==> config.mk <==
export PLATFORM = sky130hd
export DESIGN_NAME = nibble_sum_acc
export DESIGN_NICKNAME = d
export VERILOG_FILES = /design/src/rtl/nibble_acc_pkg.sv /design/src/rtl/nibble_acc_fifo.sv /design/src/rtl/nibble_sum_acc.sv
export SDC_FILE = /design/constraint.sdc
export NUM_CORES = 1
export LEC_CHECK = 0
export ABC_AREA = 1
export ABC_CLOCK_PERIOD_IN_PS = 4400
export BUFFER_PORTS_ARGS = -buffer_cell sky130_fd_sc_hd__buf_4
export CAP_MARGIN = 10
export CELL_PAD_IN_SITES_DETAIL_PLACEMENT = 0
export CELL_PAD_IN_SITES_GLOBAL_PLACEMENT = 2
export CORE_ASPECT_RATIO = 1.75
export CORE_MARGIN = 1
export CORE_UTILIZATION = 30
export DETAILED_ROUTE_END_ITERATION = 7
export PLACE_DENSITY = 0.75
export SYNTH_ARGS = -nofsm -noshare
export SYNTH_HDL_FRONTEND = slang
export SYNTH_SLANG_ARGS = --single-unit
==> constraint.sdc <==
create_clock -name clk -period 4.4 [get_ports clk]
set_input_delay 0.44 -clock clk [delete_from_list [all_inputs] [get_ports clk]]
set_output_delay 0.44 -clock clk [all_outputs]
set_load 0.05 [all_outputs]
==> src/rtl/nibble_acc_pkg.sv <==
// Shared types and default widths for the nibble-sum accumulator slice.
package nibble_acc_pkg;

    localparam int SUM_W_DEF = 4;
    localparam int ACC_W_DEF = 8;

    typedef enum logic {
        RUN   = 1'b0,
        FLUSH = 1'b1
    } state_e;

    typedef struct packed {
        logic                 partial;
        logic [ACC_W_DEF-1:0] data;
    } fifo_entry_t;

endpackage

==> src/rtl/nibble_acc_fifo.sv <==
// Synchronous FIFO with full/empty flags; the head reads as zero while empty.
module nibble_acc_fifo #(
    parameter int DEPTH = 4,
    parameter int WIDTH = 9
) (
    input  logic             clk,
    input  logic             reset,
    input  logic             wr_en,
    input  logic [WIDTH-1:0] wr_data,
    input  logic             rd_en,
    output logic [WIDTH-1:0] rd_data,
    output logic             full,
    output logic             empty
);

    localparam int AW = $clog2(DEPTH);

    logic [WIDTH-1:0] mem_q [DEPTH];
    logic [AW-1:0]    wr_ptr_q;
    logic [AW-1:0]    rd_ptr_q;
    logic [AW:0]      count_q;
    logic             do_wr;
    logic             do_rd;

    assign full    = (count_q == (AW+1)'(DEPTH));
    assign empty   = (count_q == '0);
    assign do_wr   = wr_en && !full;
    assign do_rd   = rd_en && !empty;
    assign rd_data = empty ? '0 : mem_q[rd_ptr_q];

    // NOTE: state registers use non-blocking (<=) so every flop samples pre-edge values.
    always_ff @(posedge clk or posedge reset) begin
        if (reset) begin
            wr_ptr_q <= '0;
            rd_ptr_q <= '0;
            count_q  <= '0;
        end else begin
            if (do_wr) wr_ptr_q <= wr_ptr_q + AW'(1);
            if (do_rd) rd_ptr_q <= rd_ptr_q + AW'(1);
            case ({do_wr, do_rd})
                2'b10:   count_q <= count_q + (AW+1)'(1);
                2'b01:   count_q <= count_q - (AW+1)'(1);
                default: count_q <= count_q;
            endcase
        end
    end

    // NOTE: storage is not reset; the gated head and the count keep stale entries invisible.
    always_ff @(posedge clk) begin
        if (do_wr) mem_q[wr_ptr_q] <= wr_data;
    end

endmodule

==> src/rtl/nibble_sum_acc.sv <==
// Groups incoming nibble sums into totals and queues them for the output port.
// Define NIBBLE_ACC_SATURATE_EN to clamp the accumulator on overflow instead of wrapping.
module nibble_sum_acc
    import nibble_acc_pkg::*;
#(
    parameter int SUM_W = SUM_W_DEF,
    parameter int ACC_W = ACC_W_DEF,
    parameter int GROUP = 4,
    parameter int DEPTH = 4
) (
    input  logic             clk,
    input  logic             reset,
    input  logic             in_valid,
    input  logic [SUM_W-1:0] in_sum,
    output logic             in_ready,
    input  logic             flush,
    output logic             out_valid,
    output logic [ACC_W-1:0] out_data,
    output logic             out_partial,
    input  logic             out_ready,
    output logic [ACC_W-1:0] acc_value,
    output logic             ovf_sticky
);

    localparam int              CNT_W = $clog2(GROUP);
    localparam logic [CNT_W-1:0] LAST = CNT_W'(GROUP - 1);

    state_e           state_q, state_d;
    logic [ACC_W-1:0] acc_q, acc_d;
    logic [CNT_W-1:0] cnt_q, cnt_d;
    logic             ovf_q, ovf_d;

    logic             accept;
    logic             at_last;
    logic [ACC_W:0]   sum_ext;
    logic             carry;
    logic [ACC_W-1:0] acc_add;
    logic             push;
    logic [ACC_W:0]   push_entry;
    logic [ACC_W:0]   head_entry;
    logic             fifo_full;
    logic             fifo_empty;

    assign at_last = (cnt_q == LAST);
    assign accept  = in_valid && in_ready;
    assign sum_ext = {1'b0, acc_q} + (ACC_W+1)'(in_sum);
    assign carry   = sum_ext[ACC_W];

`ifdef NIBBLE_ACC_SATURATE_EN
    assign acc_add = carry ? {ACC_W{1'b1}} : sum_ext[ACC_W-1:0];
`else
    assign acc_add = sum_ext[ACC_W-1:0];
`endif

    always_ff @(posedge clk or posedge reset) begin
        if (reset) begin
            state_q <= RUN;
            acc_q   <= '0;
            cnt_q   <= '0;
            ovf_q   <= 1'b0;
        end else begin
            state_q <= state_d;
            acc_q   <= acc_d;
            cnt_q   <= cnt_d;
            ovf_q   <= ovf_d;
        end
    end

    // NOTE: every comb output gets a default first so no path infers a latch.
    always_comb begin
        state_d = state_q;
        acc_d   = acc_q;
        cnt_d   = cnt_q;
        ovf_d   = ovf_q;
        unique case (state_q)
            RUN: begin
                if (accept) begin
                    ovf_d = ovf_q | carry;
                    if (at_last) begin
                        acc_d = '0;
                        cnt_d = '0;
                    end else begin
                        acc_d = acc_add;
                        cnt_d = cnt_q + CNT_W'(1);
                        if (flush && cnt_q != '0) state_d = FLUSH;
                    end
                end else if (flush && cnt_q != '0) begin
                    state_d = FLUSH;
                end
            end
            FLUSH: begin
                if (!fifo_full) begin
                    acc_d   = '0;
                    cnt_d   = '0;
                    state_d = RUN;
                end
            end
        endcase
    end

    // A full FIFO blocks the closing sample even if the head pops this cycle.
    always_comb begin
        in_ready   = 1'b0;
        push       = 1'b0;
        push_entry = {1'b0, acc_add};
        unique case (state_q)
            RUN: begin
                in_ready   = !(at_last && fifo_full);
                push       = accept && at_last;
                push_entry = {1'b0, acc_add};
            end
            FLUSH: begin
                push       = !fifo_full;
                push_entry = {1'b1, acc_q};
            end
        endcase
    end

    nibble_acc_fifo #(
        .DEPTH(DEPTH),
        .WIDTH(ACC_W + 1)
    ) u_fifo (
        .clk    (clk),
        .reset  (reset),
        .wr_en  (push),
        .wr_data(push_entry),
        .rd_en  (out_ready),
        .rd_data(head_entry),
        .full   (fifo_full),
        .empty  (fifo_empty)
    );

    assign out_valid   = !fifo_empty;
    assign out_partial = head_entry[ACC_W];
    assign out_data    = head_entry[ACC_W-1:0];
    assign acc_value   = acc_q;
    assign ovf_sticky  = ovf_q;

endmodule
[Word level (Yosys, flattened, before mapping)]
Memories as Yosys holds them, arrays and structs flattened.
Cells that the tools add are included.
W data, S select, Z words.
Cells by class
  add/subtract/negate cells: 6
  shifts and indexed selects: 0
  reduce and logical (&&, ||, !) cells: 14
  div/mod/pow operators: 0
  multiplexer cells: 20
  multipliers: 0
  bitwise gates (word level): 2
  magnitude comparators: 0
  equal/unequal tests: 6
Operators with widths (count)
  $mux W8: 3
  $pmux W9 S2: 1
  $pmux W8 S2: 1
  $add A8 B4 Y9: 1
  $mux W9: 1
  $mux W1: 7
  $add A2 B1 Y2 const B: 3
  $logic_and A1 B1 Y1: 6
  $mux W2: 3
  $pmux W3 S2: 1
  $eq A2 B2 Y1 const B: 2
  $ne A2 B2 Y1 const B: 2
  $pmux W1 S2: 2
  $pmux W2 S2: 1
  $reduce_and A2 Y1: 2
  $reduce_bool A2 Y1: 2
  $add A3 B1 Y3 const B: 1
  $eq A3 B3 Y1 const B: 1
  $logic_not A1 Y1: 3
  $logic_not A3 Y1: 1
  $sub A3 B1 Y3 const B: 1
  $eq A2 B1 Y1 const B: 1
  $not A1 Y1: 1
  $or A1 B1 Y1: 1
Storage, ports and cells
  bits of input ports: 9
  word-level logic and storage cells: 56
  output and inout port bits: 20
  bits in writable memories: 36
  memories: 1
  bits in read-only memories: 0
  latch bits: 0
  register bits after elaboration: 19
Memory list
  u_fifo.mem_q: words 4, width 9, rd ports 1, clocked after Yosys merged registers in 0, wr ports 1, line nibble_acc_fifo.sv:18  | logic [WIDTH-1:0] mem_q [DEPTH];

[Logic depth before layout (Yosys ltp)]
  word-level depth: 10
  mapped depth: 11
  mapped depth without buffers: 11

[Cells and area by module]
Synthesis repeated with hierarchy kept, for this count alone.
Unflattened totals
  cell total of the unflattened synthesis: 317
  area, all modules: 2847.7 sq um
Modules (own cells, without submodules)
  nibble_acc_fifo: cells an instance 199, area an instance 1976.9 sq um, instances 1
  nibble_sum_acc: cells an instance 118, area an instance 870.8 sq um, instances 1

[Worst setup path after synthesis]
OpenSTA, ideal clock, no wires.
  path type: flip-flop to flip-flop
  from: register acc_q[0] (netlist: acc_value[0])
  to: memory u_fifo.mem_q[0][6] (data pin)
  buffers on the path: 0
  slack: 2368 ps
  arrival: 1747 ps
  required time: 4114 ps
  setup time: 286 ps
  cell stages (with the launch flop): 9
  path through: dfrtp_1 > ha_1 > fa_1 > nand3_1 > nand2_1 > nand2_1 > nor2_1 > nor2_1 > o21ai_0
Between the ends
  cells in the longest elaborated chain, start to end: 2
RTL lines
  from (decl): line nibble_sum_acc.sv:29  | logic [ACC_W-1:0] acc_q, acc_d;
  from (signal assigned): line nibble_sum_acc.sv:58  | acc_q <= '0;
  from (signal assigned): line nibble_sum_acc.sv:63  | acc_q <= acc_d;
  $add A8 B4 Y9: line nibble_sum_acc.sv:46  | assign sum_ext = {1'b0, acc_q} + (ACC_W+1)'(in_sum);
  $pmux W9 S2: line nibble_sum_acc.sv:106  | unique case (state_q)
  via push_entry[6]: line nibble_sum_acc.sv:39  | logic [ACC_W:0] push_entry;
  to (decl): line nibble_acc_fifo.sv:18
The timed path passes the listed nets, and every way through them passes these cells.

[Worst setup path after layout]
  from: register u_fifo.rd_ptr_q[0]
  to: output port out_data[6]
Between the ends
  cells in the longest elaborated chain, start to end: 2
RTL lines
  from (decl): line nibble_acc_fifo.sv:20  | logic [AW-1:0] rd_ptr_q;
  from (signal assigned): line nibble_acc_fifo.sv:39  | if (do_rd) rd_ptr_q <= rd_ptr_q + AW'(1);
  $mem_v2 Z4 W9
  $mux W9: line nibble_acc_fifo.sv:29  | assign rd_data = empty ? '0 : mem_q[rd_ptr_q];
  to (decl): line nibble_sum_acc.sv:18  | output logic [ACC_W-1:0] out_data,
Every way passes these cells.

==> flow_metrics.tcl <==
set metrics [dict create \
    cts_post_setup_buffers_inserted 0 \
    clock_tree.buffer_depth 2 \
    die_h_um 126 \
    static-leakage-power_uw 0.00132 \
    count_of_input_and_output_buffers 28 \
    postCtsResizedCells 0 \
    grt_pass1_wl_um 9030 \
    rows 45 \
    design.die.area_um2 9230 \
    post-place-cells 408 \
    detail_route.vias_per_cell 4.48 \
    numCtsBuffers 5 \
    route.detailed.drc 0 \
    detail_route.wirelength_um 5670 \
    run_status "finished, final reports clean" \
    routabilityCongestion 0.802 \
    finalMaxSlewViolations 0 \
    final_layout_size_suffix_gt1_share_pct 16.1 \
    synth_sequential_area_ratio_pct 58.7 \
    first_global_vias 1879 \
    fillerInstances 860 \
    initial_core_util_pct 30.8 \
    wp_data_required_ns 3.96 \
    finalCritPeriodShare_pct 58.5 \
    worstRegToRegCells 10 \
    final_common_cell "nor2_1" \
    timing.slew.headroom_pct 38.5 \
    syn_inst 269 \
    synthesis.nets 291 \
    yosys_warnings 0 \
    cts_sinks 55 \
    fin_skew_ns 0.00415 \
    reg2reg_from "state_q" \
    route.antenna.remaining_nets 0 \
    initial_antenna_violation_count 0 \
    synthesis.area_um2 2650 \
    worstPathMaxFanout 21 \
    detail_route.wl_per_cell_um 13.6 \
    max_freq_mhz 389 \
    floorplan.io_pins 29 \
    die_w_um 73.1 \
    post-dp-hpwl_um 4160 \
    drt_pre_antenna_iters 4 \
    synth_cell_type_count 25 \
    drtIter0Drc 72 \
    insertion_delay_ns 0.29 \
    post_synthesis_register_bit_count 55 \
    critical_path_class "register to primary output" \
    cts.htree.levels 2 \
    num_antenna_cells 0 \
    critical_path_arrival_ns 2.13 \
    final_cell_mix "nor2_1, nand2_1, edfxtp_1" \
    vias 1862 \
    root_buffer "clkbuf_16" \
    r2r_slack_ns 1.97 \
    area.growth.synth_to_final_pct 17.6 \
    final_hold_violation_count 0 \
    worst-slew-pin-transition_ns 0.919 \
    fin_crit_ns 2.57 \
    setup_repair_after_global_routing_missed_its_margin "no" \
    setup-tns-final_ns 0 \
    core_area_um2 8610 \
    cts_hold_buf 0 \
    global_route.overflow_total 0 \
    r2r_end "u_fifo.count_q[2]" \
    end_kind "primary output" \
    fin_nets 320 \
    ir_drop_v 0.000255 \
    tritoncts "yes" \
    critPathLaunchType "register" \
    worst_setup_hold_path_clk_slew_ns 0.07 \
    max-cap-violations 0 \
    power.density_cell_area_nw_per_um2 821 \
    grt_start_max_net_pins 22 \
    setup_viol 0 \
    final_cell_count_no_fill 416 \
    worstHoldPathType "primary input to asynchronous set/reset pin" \
    synthesis.area_per_instance_um2 9.86 \
    global_route.usage.total_pct 13.1 \
]
[power breakdown]
group          internal [uW]  switching (uW)  leakage [uW]
clock network            210             179     0.0000674
logic                    381             899      0.000686
registers                756             137      0.000564
[layer usage]
layer	routed length [um]	share of wire (%)	up-vias	track usage [%]
met4	126	2.2	0	6.11
li1	-	-	953	-
met1	2260	40	862	13.9
met3	112	2.0	8	1.43
met5	0	0	-	0
met2	3170	56	39	24.9
[cell usage after synthesis]
master | n | area, um^2
nand2_1 | 42 | 158
nand3_2 | 2 | 20.0
o22ai_1 | 4 | 25.0
or2_2 | 1 | 6.26
clkbuf_2 | 1 | 5.00
o31ai_1 | 1 | 7.51
ha_1 | 11 | 138
nand3_1 | 12 | 60.1
fa_1 | 2 | 40.0
a21oi_1 | 15 | 75.1
o21ai_1 | 6 | 30.0
nand4_1 | 2 | 12.5
dfrtp_1 | 19 | 475
inv_2 | 6 | 22.5
nor2_1 | 48 | 180
xnor2_1 | 2 | 17.5
xor2_1 | 3 | 26.3
buf_2 | 5 | 25.0
buf_6 | 1 | 11.3
nand2_2 | 1 | 6.26
o21ai_0 | 23 | 115
edfxtp_1 | 36 | 1080
nand2_4 | 2 | 22.5
inv_1 | 23 | 86.3
nor3_1 | 1 | 5.00
[critical path, stage by stage, from the launching register on]
cell	delay, ns
dfrtp_1	0.80
inv_1	0.43
o21ai_0	0.28
a21oi_1	0.12
buf_4	0.21
[cells by family (layout without fill, tap and decap cells)]
kind of cell / after synthesis / in the layout / share of synthesized area [%]
compound gates: 49 / 49 / 9.53
fa+ha+maj: 13 / 13 / 6.70
buf+inv: 36 / 66 / 5.66
simple gates: 111 / 111 / 17.7
xor+xnor: 5 / 5 / 1.65
flops: 55 / 55 / 58.7
[worst max-delay path by stage]
stage	slack, ns	startpoint	to	cells past startpoint
floorplan	2.37	acc_value[0]	u_fifo.mem_q[0][6]	8
global placement	1.98	state_q	u_fifo.count_q[2]	10
detailed placement	1.95	state_q	u_fifo.count_q[2]	10
CTS	1.79	u_fifo.rd_ptr_q[0]	out_data[6]	4
global route	1.69	u_fifo.rd_ptr_q[0]	out_data[7]	4
finish	1.83	u_fifo.rd_ptr_q[0]	out_data[6]	4
[through the flow]
step	cell area, um^2	hold slack [ns]	power, uW	worst slack, ns	utilization, %
2_1_floorplan	2650	0.391	1830	2.37	-
3_3_place_gp	2970	0.465	2190	1.98	34.5
3_5_place_dp	2970	0.467	2200	1.95	34.5
4_1_cts	3120	0.342	2600	1.79	36.2
5_1_grt	3120	0.387	2740	1.69	36.2
6_report	3120	0.311	2560	1.83	36.2
[registers in the layout, indices dropped and copies added, names as in the netlist]
name             count
acc_value            8
cnt_q                2
ovf_sticky           1
state_q              1
u_fifo.count_q       3
u_fifo.mem_q        36
u_fifo.rd_ptr_q      2
u_fifo.wr_ptr_q      2
[area by class of cell]
type / instances / area (um^2) / area share [%]
clock buffers: 5 / 125 / 4.01
repair buffers: 29 / 218 / 6.98
clock inverters: 3 / 20.0 / 0.642
multi-input cells: 178 / 945 / 30.3
inverters: 29 / 109 / 3.49
well taps: 117 / 146 / 4.69
flip-flops and latches: 55 / 1560 / 49.9
(Power assumes the default switching activity.)
